**src/rtl/spram_arbiter.sv**
```systemverilog
// Two-port arbiter in front of a single-port RAM: fetch (p0) and load/store (p1).
// Latency: grant same cycle, response (read data or write ack) one cycle after grant.
// Backpressure: requesters hold until gnt; responses are never stalled.
module spram_arbiter #(
    parameter int AddrBusWidth = 32,
    parameter int DataBusWidth = 32,
    parameter bit RoundRobin   = 1'b1
) (
    input  logic                    clk,
    input  logic                    rst,
    input  logic                    p0_req,
    input  logic                    p0_we,
    input  logic [AddrBusWidth-1:0] p0_addr,
    input  logic [DataBusWidth-1:0] p0_wdata,
    output logic                    p0_gnt,
    output logic                    p0_rvalid,
    output logic [DataBusWidth-1:0] p0_rdata,
    input  logic                    p1_req,
    input  logic                    p1_we,
    input  logic [AddrBusWidth-1:0] p1_addr,
    input  logic [DataBusWidth-1:0] p1_wdata,
    output logic                    p1_gnt,
    output logic                    p1_rvalid,
    output logic [DataBusWidth-1:0] p1_rdata,
    output logic                    mem_re,
    output logic                    mem_we,
    output logic [AddrBusWidth-1:0] mem_addr,
    output logic [DataBusWidth-1:0] mem_wdata,
    input  logic [DataBusWidth-1:0] mem_rdata
);

    logic last_gnt_q, last_gnt_d;
    logic resp_vld_q, resp_vld_d;
    logic resp_port_q, resp_port_d;
    logic resp_we_q, resp_we_d;
    logic p0_wins;
    logic any_gnt;
    logic sel_we;
    logic [DataBusWidth-1:0] rdata_sel;

    always_comb begin
        // last_gnt_q=1 means port 1 won most recently, so port 0 takes the next contention
        p0_wins   = ~p1_req | (RoundRobin == 1'b0) | last_gnt_q;
        p0_gnt    = p0_req & p0_wins;
        p1_gnt    = p1_req & ~p0_gnt;
        any_gnt   = p0_gnt | p1_gnt;

        mem_addr  = '0;
        mem_wdata = '0;
        sel_we    = 1'b0;
        if (p0_gnt) begin
            mem_addr  = p0_addr;
            mem_wdata = p0_wdata;
            sel_we    = p0_we;
        end else if (p1_gnt) begin
            mem_addr  = p1_addr;
            mem_wdata = p1_wdata;
            sel_we    = p1_we;
        end
        mem_we = any_gnt & sel_we;
        mem_re = any_gnt & ~sel_we;

        last_gnt_d  = any_gnt ? p1_gnt : last_gnt_q;
        resp_vld_d  = any_gnt;
        resp_port_d = any_gnt ? p1_gnt : resp_port_q;
        resp_we_d   = any_gnt ? sel_we : resp_we_q;

        // writes are acknowledged with zero data
        rdata_sel = resp_we_q ? '0 : mem_rdata;
        p0_rvalid = resp_vld_q & ~resp_port_q;
        p1_rvalid = resp_vld_q & resp_port_q;
        p0_rdata  = p0_rvalid ? rdata_sel : '0;
        p1_rdata  = p1_rvalid ? rdata_sel : '0;
    end

    always_ff @(posedge clk or negedge rst) begin
        if (!rst) begin
            last_gnt_q  <= 1'b1;
            resp_vld_q  <= 1'b0;
            resp_port_q <= 1'b0;
            resp_we_q   <= 1'b0;
        end else begin
            last_gnt_q  <= last_gnt_d;
            resp_vld_q  <= resp_vld_d;
            resp_port_q <= resp_port_d;
            resp_we_q   <= resp_we_d;
        end
    end

    a_one_gnt: assert property (@(posedge clk) disable iff (!rst) !(p0_gnt && p1_gnt));
    a_gnt0_req: assert property (@(posedge clk) disable iff (!rst) p0_gnt |-> p0_req);
    a_gnt1_req: assert property (@(posedge clk) disable iff (!rst) p1_gnt |-> p1_req);
    a_rv0: assert property (@(posedge clk) disable iff (!rst) p0_rvalid |-> $past(p0_gnt));
    a_rv1: assert property (@(posedge clk) disable iff (!rst) p1_rvalid |-> $past(p1_gnt));

endmodule

```
**config.mk**
```make
export PLATFORM = sky130hd
export DESIGN_NAME = spram_arbiter
export DESIGN_NICKNAME = d
export VERILOG_FILES = /design/src/rtl/spram_arbiter.sv
export SDC_FILE = /design/constraint.sdc
export NUM_CORES = 1
export LEC_CHECK = 0
export BUFFER_PORTS_ARGS = -buffer_cell sky130_fd_sc_hd__buf_2
export CAP_MARGIN = 20
export CELL_PAD_IN_SITES_DETAIL_PLACEMENT = 1
export CELL_PAD_IN_SITES_GLOBAL_PLACEMENT = 2
export CORE_MARGIN = 2
export CORE_UTILIZATION = 10
export DETAILED_ROUTE_END_ITERATION = 10
export PLACE_DENSITY = 0.95
export REMOVE_ABC_BUFFERS = 1
export SYNTH_ARGS = -nofsm -noshare
export SYNTH_HDL_FRONTEND = slang
export SYNTH_SLANG_ARGS = --single-unit
```
**constraint.sdc**
```tcl
create_clock -name clk -period 1.2 [get_ports clk]
set_input_delay 0.06 -clock clk [delete_from_list [all_inputs] [get_ports clk]]
set_output_delay 0.06 -clock clk [all_outputs]
set_load 0.01 [all_outputs]
```
Word-level counts from Yosys, hierarchy flattened:

Cells that the tools add are included.

* bitwise operators: 12
* muxes and demuxes: 9

Operators by type and width (number)
* 2-to-1 mux 32 bit: 7
* bitwise AND 1 bit: 6
* inverter 1 bit: 4
* 2-to-1 mux 1 bit: 2
* bitwise OR 1 bit: 2

* input port bits: 166
* logic and storage cells: 25
* bits in registers: 4
* output and inout port bits: 134

Depth between registers and ports, before layout:

* depth in word-level cells: 9
* depth in mapped cells: 6
* depth with buffers taken out: 4

Worst setup path before layout:

OpenSTA, ideal clock, no wires.

* path kind: register to output
* start: reg last_gnt_q
* end: out mem_addr[13]
* buffers on the path: 2
* path slack: -0.061 ns
* cell stages (with the launch flop): 7
* required time: 1.140 ns
* data arrival time: 1.201 ns
* path through: dfstp_2 > nand2_1 > nand2_2 > inv_2 > buf_6 > buf_6 > a22o_1

* cells in the longest elaborated chain, start to end: 6

RTL lines
* start: declaration: RTL line 32 `logic last_gnt_q, last_gnt_d;`
* start signal: assignment: RTL line 83 `last_gnt_q <= last_gnt_d;`
* bitwise OR 1 bit (*): RTL line 43 `p0_wins = ~p1_req | (RoundRobin == 1'b0) | last_gnt_q;`
* bitwise AND 1 bit (*): RTL line 44 `p0_gnt = p0_req & p0_wins;`
* inverter 1 bit: RTL line 45 `p1_gnt = p1_req & ~p0_gnt;`
* bitwise AND 1 bit: RTL line 45
* 2-to-1 mux 32 bit: RTL line 55 `end else if (p1_gnt) begin`
* 2-to-1 mux 32 bit (*): RTL line 51 `if (p0_gnt) begin`
* end: declaration: RTL line 27 `output logic [AddrBusWidth-1:0] mem_addr,`

Mark *: on every way between the ends. The rest lies on a longest branch, timed or not.

Worst setup path in the final report:

* start: reg last_gnt_q
* end: out mem_addr[8]

Same word-level chain as after synthesis.

==> flow_summary.toml <==
[synthesis]
synthDistinctLibCells = 19
synth_area_mm2 = 0.001378
synth.avg_cell_area_um2 = 6.655
synthCells = 207
netlist.area_leader.share_pct = 41.33
ys_warn_count = 0
yosysTopAreaCell = "a22o_1"
ys_seq_area_share_pct = 7.357
ys_top_cells_by_area = "a22o_1 41%, nor2_1 17%, nand2b_1 15%"
synth-seq-cells = 4

[status]
status = "complete, but fails checks"
violations = "setup timing"

[min_path]
hold_path_end = "resp_vld_q"
holdPathStages = 2
hp-class = "input port to register"
min_from = "p1_req"

[detailed_routing]
drt_pass1_iterations = 4
route.detailed.drc = 0
routed_via_density = 4.230
wl_per_cell_um = 19.32
antenna_left = 0
wirelength_um = 13550
first_iter_violations = 63
vias = 2965

[timing]
worstMarginPinSlew_ns = 0.2079
tns_ns = -33.20
holdWs_ns = 0.1239
maxSlewViolCount = 0
finClkSkew_ns = 0.002185
fmax_ghz = 0.6246
hold_viol = 0
post-route-period-util_pct = 133.4
post-route-min-period_ns = 1.601
slew_headroom_pct = 85.99
grt_setup_unrepaired = "yes"
fin_ws_ns = -0.4011
finalSetupViolations = 136

[critical_path]
reg2reg_from = "last_gnt_q"
r2r_end = "resp_we_q"
arrival_ns = 1.54
cp.required_ns = 1.14
startpoint_type = "register"
crit_type = "register to output pin"
r2r_cells = 5
crit_path_end_kind = "output pin"
path_max_fanout = 12
r2r_slack_ns = -0.20

[global_route]
antenna_found_initial = 1
grt_start_max_net_pins = 28
track_usage_pct = 15.61
overflow = 0
grt_pass1_wl_um = 17480
grt_pass1_vias = 3013

[pwr]
pwr-share-seq_pct = 5.7
ir_drop_mv = 0.4096
p_leak_nw = 2.443
sw_frac_of_total_pct = 40.29
p_int_mw = 1.988
p_sw_mw = 1.342
p_per_area_mw_per_mm2 = 754.6
combPwrFrac_pct = 78.3
finalPower_mw = 3.330
pwr-share-clk_pct = 16.1

[floorplanning]
io_pins = 300
die_w_um = 121.4
rows = 42
initial_utilization_pct = 10.32
die_h_um = 121.4
die_area_mm2 = 0.01473
core_area_mm2 = 0.01335

[clock_network]
root_buffer = "clkbuf_16"
clk_latency_ns = 0.22
clock_path_buffers = 2
h-tree-depth = 1
clk_pin_slew_worst_paths_ns = 0.03
cts_sinks = 4
cts_made_buffers = 3
cts_tree = "yes"

[final_layout]
post-route-util_pct = 33.06
nets = 692
layout_common_cells = "271 x buf_2, 65 x a22o_1, 37 x buf_6"
area_growth_pct = 220.3
fin_cells = 701
final_common_cell = "buf_2"
final_area_mm2 = 0.004413
diodes = 0
final_layout_size_suffix_gt1_share_pct = 83.43

[placement]
dp.cells = 673
place.port_buffers = 299
preCtsSetupSlack_ns = -0.1755
dp_hpwl_um = 9202
place_area_mm2 = 0.003073
place_congestion = 0.7756

[run]
maxCapViolations = 0
## worst max-delay path: stages (launching register included)
cell and delay, ns:
dfstp_2 0.57, nand2_2 0.08, nand2_4 0.11, inv_8 0.06
buf_8 0.14, a22o_1 0.21, buf_2 0.15
## power by group through the flow
stage | Combinational (mW) | Clock, mW | Sequential, mW
6_report | 2.61 | 0.536 | 0.188
5_1_grt | 2.76 | 0.559 | 0.191
3_3_place_gp | 1.65 | 0 | 0.166
2_1_floorplan | 0.754 | 0 | 0.180
4_1_cts | 2.33 | 0.548 | 0.181
3_5_place_dp | 1.65 | 0 | 0.168
## cell usage after synthesis (all sizes together)
cell type  instances
a22o              65
nor2              64
nand2b            32
buf               12
clkbuf            11
inv                7
nand2              5
dfrtp              3
o21ai              2
a21boi             1
dfstp              1
mux2i              1
o221a              1
o22ai              1
or2                1
## cell families after synthesis
logic type | after synthesis | synth area share [%]
buf+inv | 30 | 13.81
flops | 4 | 7.357
mux | 1 | 0.7266
simple gates | 102 | 33.97
compound gates | 70 | 44.14
## how the worst max path moves through the flow
stage / end / slack [ns] / cells after the start / startpoint
6_report: mem_addr[8] / -0.40 / 6 / last_gnt_q
5_1_grt: mem_addr[0] / -0.43 / 6 / last_gnt_q
4_1_cts: mem_wdata[13] / -0.38 / 6 / last_gnt_q
3_5_place_dp: mem_wdata[3] / -0.18 / 5 / last_gnt_q
3_3_place_gp: mem_wdata[3] / -0.16 / 6 / last_gnt_q
2_1_floorplan: mem_addr[0] / -0.31 / 3 / last_gnt_q
## registers in the layout, summed over array words and instances (netlist names)
name and cells:
last_gnt_q 1, resp_port_q 1, resp_vld_q 1, resp_we_q 1
## area by class of cell
class	instances	area, um^2
Tap cell	176	220.2
Fill cell	1614	8935
Clock buffer	4	78.83
Timing Repair Buffer	337	2321
Sequential cell	4	105.1
Inverter	7	48.80
Multi-Input combinational cell	173	1639
## metal layers
| metal | global-route usage, % | up-vias | wire length, um |
|---|---|---|---|
| met2 | 30.79 | 195 | 7261 |
| met5 | 0 | - | 0 |
| met3 | 2.961 | 10 | 1027 |
| met1 | 17.70 | 1381 | 5137 |
| met4 | 1.652 | 0 | 119 |
| li1 | - | 1379 | - |
## repair_timing
action                                 in CTS  in global routing
setup buffers                              11                  2
setup endpoints to repair                 134                135
gates cloned                               11                  2
hold buffers                                1                  0
endpoints found under the hold margin       4                  0
pin swaps                                  35                 15
resized for setup                         101                 93
Note: power is estimated with default switching activity, not from simulation.
